## config.mk

```make
export PLATFORM = sky130hd
export DESIGN_NAME = redmule_tile_sequencer
export DESIGN_NICKNAME = d
export VERILOG_FILES = /design/src/rtl/redmule_tile_sequencer.sv
export SDC_FILE = /design/constraint.sdc
export NUM_CORES = 1
export LEC_CHECK = 0
export ABC_AREA = 1
export BUFFER_PORTS_ARGS = -buffer_cell sky130_fd_sc_hd__buf_2
export CAP_MARGIN = 10
export CORE_ASPECT_RATIO = 0.6
export CORE_MARGIN = 3
export CORE_UTILIZATION = 31
export CTS_BUF_LIST = sky130_fd_sc_hd__clkbuf_16
export DETAILED_ROUTE_END_ITERATION = 8
export PLACE_DENSITY = 0.59
export SLEW_MARGIN = 20
export SYNTH_ARGS = -nofsm -noshare
export SYNTH_HDL_FRONTEND = slang
export SYNTH_SLANG_ARGS = --single-unit
```

## constraint.sdc

```tcl
create_clock -name clk_i -period 2.55 [get_ports clk_i]
set_input_delay 0.255 -clock clk_i [delete_from_list [all_inputs] [get_ports clk_i]]
set_output_delay 0.255 -clock clk_i [all_outputs]
set_load 0.01 [all_outputs]
```

## src/rtl/redmule_tile_sequencer.sv

```systemverilog
// Tile sequencer for the RedMulE GEMM engine.
// Walks the row / column / depth tiling loop nest and issues one registered
// tile descriptor per valid/ready handshake, depth innermost, row outermost.
// Dimension slot 0 is depth, slot 1 is column, slot 2 is row throughout.
module redmule_tile_sequencer #(
  parameter int unsigned ARRAY_WIDTH  = 8,
  parameter int unsigned ARRAY_HEIGHT = 8,
  parameter int unsigned TILE_DEPTH   = 16,
  parameter int unsigned ITER_W       = 16,
  parameter int unsigned LFT_W        = 8
) (
  input  logic              clk_i,
  input  logic              rst_ni,
  input  logic              clear_i,
  input  logic              start_i,
  input  logic [ITER_W-1:0] x_rows_iter_i,
  input  logic [ITER_W-1:0] w_cols_iter_i,
  input  logic [ITER_W-1:0] x_cols_iter_i,
  input  logic [LFT_W-1:0]  x_rows_lftovr_i,
  input  logic [LFT_W-1:0]  w_cols_lftovr_i,
  input  logic [LFT_W-1:0]  x_cols_lftovr_i,
  output logic              tile_valid_o,
  input  logic              tile_ready_i,
  output logic [ITER_W-1:0] row_idx_o,
  output logic [ITER_W-1:0] col_idx_o,
  output logic [ITER_W-1:0] dep_idx_o,
  output logic [LFT_W-1:0]  row_len_o,
  output logic [LFT_W-1:0]  col_len_o,
  output logic [LFT_W-1:0]  dep_len_o,
  output logic              first_dep_o,
  output logic              last_dep_o,
  output logic              last_tile_o,
  output logic              busy_o,
  output logic              done_o
);

  localparam logic [1:0] ST_IDLE = 2'd0;
  localparam logic [1:0] ST_RUN  = 2'd1;
  localparam logic [1:0] ST_DONE = 2'd2;

  logic [1:0]        r_state;
  logic              r_valid;
  logic              r_done;
  logic              r_first_dep;
  logic              r_last_dep;
  logic              r_last_tile;

  // Captured job configuration
  logic [ITER_W-1:0] r_iter [3];
  logic [LFT_W-1:0]  r_lft  [3];

  // Current descriptor indices and effective lengths
  logic [ITER_W-1:0] r_idx  [3];
  logic [LFT_W-1:0]  r_len  [3];

  logic [ITER_W-1:0] w_in_iter  [3];
  logic [LFT_W-1:0]  w_in_lft   [3];
  logic [ITER_W-1:0] w_sel_iter [3];
  logic [LFT_W-1:0]  w_sel_lft  [3];
  logic [ITER_W-1:0] w_nidx     [3];
  logic [LFT_W-1:0]  w_nlen     [3];
  logic [2:0]        w_at_max;
  logic [2:0]        w_nat_max;
  logic [2:0]        w_adv;
  logic              w_idle;
  logic              w_hs;
  logic              w_start;
  logic              w_all_nz;
  logic              w_load;
  logic              w_finish;

  assign w_in_iter[0] = x_cols_iter_i;
  assign w_in_iter[1] = w_cols_iter_i;
  assign w_in_iter[2] = x_rows_iter_i;
  assign w_in_lft[0]  = x_cols_lftovr_i;
  assign w_in_lft[1]  = w_cols_lftovr_i;
  assign w_in_lft[2]  = x_rows_lftovr_i;

  assign w_idle   = (r_state == ST_IDLE);
  assign w_hs     = r_valid & tile_ready_i;
  assign w_start  = w_idle & start_i;
  assign w_all_nz = (x_rows_iter_i != '0) && (w_cols_iter_i != '0) && (x_cols_iter_i != '0);
  // A new descriptor is loaded on the first tile of a job or on every
  // accepted non-final tile; the final accepted tile ends the job.
  assign w_load   = (w_start & w_all_nz) | (w_hs & ~r_last_tile);
  assign w_finish = w_hs & r_last_tile;

  // Carry chain: depth advances on every handshake, outer dims on wrap
  assign w_adv[0] = w_hs;
  for (genvar gi = 1; gi < 3; gi++) begin : g_carry
    assign w_adv[gi] = w_adv[gi-1] & w_at_max[gi-1];
  end

  // Per-dimension next index and next effective length. In IDLE the first
  // tile is computed straight from the configuration inputs being captured.
  for (genvar gi = 0; gi < 3; gi++) begin : g_dim
    localparam int unsigned FULL = (gi == 0) ? TILE_DEPTH :
                                   (gi == 1) ? ARRAY_HEIGHT : ARRAY_WIDTH;
    assign w_sel_iter[gi] = w_idle ? w_in_iter[gi] : r_iter[gi];
    assign w_sel_lft[gi]  = w_idle ? w_in_lft[gi]  : r_lft[gi];
    assign w_at_max[gi]   = (r_idx[gi] == r_iter[gi] - ITER_W'(1));
    assign w_nidx[gi]     = w_idle        ? '0 :
                            !w_adv[gi]    ? r_idx[gi] :
                            w_at_max[gi]  ? '0 : r_idx[gi] + ITER_W'(1);
    assign w_nat_max[gi]  = (w_nidx[gi] == w_sel_iter[gi] - ITER_W'(1));
    assign w_nlen[gi]     = (w_nat_max[gi] && (w_sel_lft[gi] != '0)) ?
                            w_sel_lft[gi] : LFT_W'(FULL);
  end

  // Control FSM: IDLE -> RUN/DONE on start, RUN -> DONE on last tile, DONE -> IDLE
  always_ff @(posedge clk_i or negedge rst_ni) begin
    if (!rst_ni) begin
      r_state <= ST_IDLE;
      r_valid <= 1'b0;
      r_done  <= 1'b0;
    end else if (clear_i) begin
      r_state <= ST_IDLE;
      r_valid <= 1'b0;
      r_done  <= 1'b0;
    end else begin
      r_done <= 1'b0;
      case (r_state)
        ST_IDLE: begin
          if (start_i) begin
            if (w_all_nz) begin
              r_state <= ST_RUN;
              r_valid <= 1'b1;
            end else begin
              r_state <= ST_DONE;
              r_done  <= 1'b1;
            end
          end
        end
        ST_RUN: begin
          if (w_finish) begin
            r_state <= ST_DONE;
            r_valid <= 1'b0;
            r_done  <= 1'b1;
          end
        end
        ST_DONE: r_state <= ST_IDLE;
        default: r_state <= ST_IDLE;
      endcase
    end
  end

  // Configuration capture on an accepted start
  always_ff @(posedge clk_i or negedge rst_ni) begin
    if (!rst_ni) begin
      for (int k = 0; k < 3; k++) begin
        r_iter[k] <= '0;
        r_lft[k]  <= '0;
      end
    end else if (clear_i) begin
      for (int k = 0; k < 3; k++) begin
        r_iter[k] <= '0;
        r_lft[k]  <= '0;
      end
    end else if (w_start) begin
      for (int k = 0; k < 3; k++) begin
        r_iter[k] <= w_in_iter[k];
        r_lft[k]  <= w_in_lft[k];
      end
    end
  end

  // Descriptor registers: loaded together so all fields share one latency
  always_ff @(posedge clk_i or negedge rst_ni) begin
    if (!rst_ni) begin
      for (int k = 0; k < 3; k++) begin
        r_idx[k] <= '0;
        r_len[k] <= '0;
      end
      r_first_dep <= 1'b0;
      r_last_dep  <= 1'b0;
      r_last_tile <= 1'b0;
    end else if (clear_i || w_finish) begin
      for (int k = 0; k < 3; k++) begin
        r_idx[k] <= '0;
        r_len[k] <= '0;
      end
      r_first_dep <= 1'b0;
      r_last_dep  <= 1'b0;
      r_last_tile <= 1'b0;
    end else if (w_load) begin
      for (int k = 0; k < 3; k++) begin
        r_idx[k] <= w_nidx[k];
        r_len[k] <= w_nlen[k];
      end
      r_first_dep <= (w_nidx[0] == '0);
      r_last_dep  <= w_nat_max[0];
      r_last_tile <= &w_nat_max;
    end
  end

  assign tile_valid_o = r_valid;
  assign dep_idx_o    = r_idx[0];
  assign col_idx_o    = r_idx[1];
  assign row_idx_o    = r_idx[2];
  assign dep_len_o    = r_len[0];
  assign col_len_o    = r_len[1];
  assign row_len_o    = r_len[2];
  assign first_dep_o  = r_first_dep;
  assign last_dep_o   = r_last_dep;
  assign last_tile_o  = r_last_tile;
  assign busy_o       = (r_state != ST_IDLE);
  assign done_o       = r_done;

endmodule
```

==> results.sh <==
export IMPL_cp_arrival_ns=3.79
export IMPL_synth_area_top_cells="dfrtp_1, nand2_1, inv_1"
export IMPL_wl_um=61100
export IMPL_routedWlPerCell_um=18.8
export IMPL_dp_slack_ns=-0.866
export IMPL_rsz0062_at_grt="yes"
export IMPL_syn_area_sq_um=12900
export IMPL_ys_types=47
export IMPL_ys_warnings_count=0
export IMPL_grt_max_degree=60
export IMPL_status="finished, violations left"
export IMPL_fillers=4082
export IMPL_setup_viol=40
export IMPL_initial_core_util_pct=31.6
export IMPL_post_route_util_pct=49.3
export IMPL_cts_tree="yes"
export IMPL_required_ns=2.89
export IMPL_finalClockSkew_ns=0.0105
export IMPL_syn2layout_area_growth_pct=56.1
export IMPL_hold_class="primary input to flop"
export IMPL_track_usage_pct=27.2
export IMPL_period_share_pct=136
export IMPL_row_count=57
export IMPL_routed_via_density=5.12
export IMPL_top_layer_used="met4"
export IMPL_setup_ws_ns=-0.906
export IMPL_tns_ns=-20.87
export IMPL_drt_antenna_violating_nets=0
export IMPL_hold_path_startpoint="w_cols_lftovr_i[4]"
export IMPL_final_cell_area_sq_um=20100
export IMPL_path_class="flop to flop"
export IMPL_powerDensity_nw_per_um2=869
export IMPL_clk_pin_slew_ns=0.07
export IMPL_drive_gt1_share_pct=37.4
export IMPL_min_period_ns=3.46
export IMPL_ios=155
export IMPL_cts_made_buffers=17
export IMPL_max_freq_mhz=289
export IMPL_synth_top_area_share_pct=29.4
export IMPL_worstReg2RegStart="r_iter[33]"
export IMPL_whs_ns=0.0551
export IMPL_fp_coreArea_sq_um=40700
export IMPL_die_y_um=164
export IMPL_vias=16621
export IMPL_synth_async_sr_flop_share_pct=100
export IMPL_ir_drop_mv=0.492
export IMPL_drv_slew=0
export IMPL_cp_max_fo=8
export IMPL_cts_root_buf="clkbuf_16"
export IMPL_wl_met1_um=30100
export IMPL_worst_r2r_path_depth=25
export IMPL_die_area_sq_um=44000
export IMPL_portBuffers=154
export IMPL_min_path_cells=3
export IMPL_first_pass_iters=6
export IMPL_hold_viol=0
export IMPL_fp_dieW_um=269
export IMPL_grt_pass1_wl_um=90300
export IMPL_cts_buffer_depth=2
export IMPL_wl_met3_um=7570
export IMPL_yosysMostFrequentCell="nand2_1"
export IMPL_antenna_found_initial=4
export IMPL_cts_sinks=151
export IMPL_violations="negative setup slack"
export IMPL_htreeDepth=4
export IMPL_cp_end_kind="flop"
export IMPL_r2r_end="row_len_o[3]"
export IMPL_place_inst=3169
export IMPL_p_leak_nw=10.7
export IMPL_place_area_sq_um=18000
export IMPL_first_iter_violations=1994
export IMPL_grt_pass1_vias=14935
export IMPL_yosys_top_cells_count="nand2_1, inv_1, nand3_1, nor2_1, dfrtp_1"
export IMPL_yosys_most_used_dff="dfrtp_1"
export IMPL_dp_hpwl_um=47200
export IMPL_syn_nets=2116
export IMPL_synth_edf_count=0
export IMPL_n_antenna_cell=0
export IMPL_worstMarginPinSlew_ns=0.659
export IMPL_final_cells=3247
export IMPL_route_met2_wl_um=22700
export IMPL_hold_path_endpoint="r_lft[12]"
export IMPL_drc=0
export IMPL_avgSynthCellArea_sq_um=6.33
export IMPL_power_total_mw=17.4
export IMPL_worstSkewPairLatency_ns=0.45
export IMPL_seq_area_frac_synth_pct=29.4
export IMPL_reg2reg_slack_ns=-0.91
export IMPL_overflow=0
export IMPL_syn_inst=2030
export IMPL_synth_top_cell_by_area="dfrtp_1"
export IMPL_max_slew_margin_pct=56.1
export IMPL_gp_congestion=1.08
export IMPL_ys_seq_elements=151
export IMPL_cap_violations=0
export IMPL_fin_nets=2789
export IMPL_cp_start_kind="flop"
-- worst max path at each step --
stage / start / endpoint / cells past startpoint
floorplan: r_state[1] / col_len_o[0] / 22
global placement: r_iter[34] / row_len_o[3] / 23
detailed placement: r_iter[34] / row_len_o[3] / 23
CTS: r_iter[33] / row_len_o[3] / 25
global route: r_state[0] / row_len_o[3] / 21
finish: r_iter[33] / row_len_o[3] / 25
-- layer usage --
metal	up-vias	track usage, %
met5	-	0
met4	0	3.87
met3	56	7.92
met2	846	34.4
met1	7855	44.3
li1	7864	-
-- critical path: stages, from the launching register on --
cell and delay, ns:
dfrtp_2 0.45, inv_2 0.09, ha_4 0.17, nand2_4 0.08
nor2_4 0.23, nand2_2 0.09, nand2_2 0.10, nand2_4 0.07
inv_2 0.06, nand2_2 0.05, nor2_2 0.09, nand2_1 0.07
nor2_2 0.17, nand3_2 0.13, buf_12 0.17, buf_12 0.14
nand2_4 0.07, nand3_2 0.07, nand2_1 0.08, nand2_1 0.09
nor2_1 0.16, nand2_1 0.08, nor2_1 0.09, nand4_1 0.31
nand2_1 0.15, nand2_1 0.06
-- where the power goes --
| part | switching (mW) | total, mW | leakage (nW) | internal, mW |
|---|---|---|---|---|
| clock network | 1.25 | 2.54 | 0.280 | 1.29 |
| registers | 0.240 | 2.87 | 2.06 | 2.63 |
| logic | 7.01 | 12.0 | 8.33 | 4.99 |
-- layout by cell type (no fill, tap or decap), drive strengths merged, types with 4 or more instances in the layout --
| cell type | count |
|---|---|
| a21oi | 6 |
| and2 | 4 |
| buf | 712 |
| clkbuf | 18 |
| clkinv | 6 |
| dfrtp | 151 |
| ha | 9 |
| inv | 306 |
| nand2 | 616 |
| nand3 | 199 |
| nand3b | 13 |
| nand4 | 57 |
| nor2 | 218 |
| nor3 | 31 |
| nor4 | 21 |
| o21ai | 136 |
| o22ai | 73 |
| or2 | 6 |
| xnor2 | 25 |
| xor2 | 94 |
-- state kept, by name (all words and copies together) (netlist names) --
register and flops:
r_iter 48, r_lft 24, col_idx_o 16, dep_idx_o 16
row_idx_o 16, col_len_o 8, dep_len_o 8, row_len_o 8
r_state 2, done_o 1, first_dep_o 1, last_dep_o 1
last_tile_o 1, tile_valid_o 1
-- repair_timing --
item                                   in CTS  in global routing
pin swaps                                  64                 70
hold buffers                                1                  0
cloned                                      2                  1
endpoints found under the hold margin      41                  0
gates resized for setup                   118                158
setup buffers                              30                 16
setup endpoints to repair                  57                 75
-- layout make-up --
type | instances | area (sq um) | share of cell area (%)
sequential | 151 | 3780 | 18.9
clock buffer | 17 | 425 | 2.12
tap | 531 | 664 | 3.31
multi-input combinational | 1521 | 8600 | 42.9
clock inverter | 15 | 134 | 0.667
timing repair buffer | 714 | 5310 | 26.5
inverter | 298 | 1130 | 5.65
-- kinds of logic (layout without fill, tap and decap cells) --
family	after synthesis	after routing	synth area share, %
AO/OA/AOI/OAI	223	223	9.81
XOR/XNOR	119	119	8.11
adder cells (fa/ha/maj)	9	9	0.876
buffers and inverters	359	1044	11.2
flip-flops	151	151	29.4
multiplexers	2	2	0.156
AND/OR/NAND/NOR	1167	1168	40.4
Power figures use the tool's default switching activity.
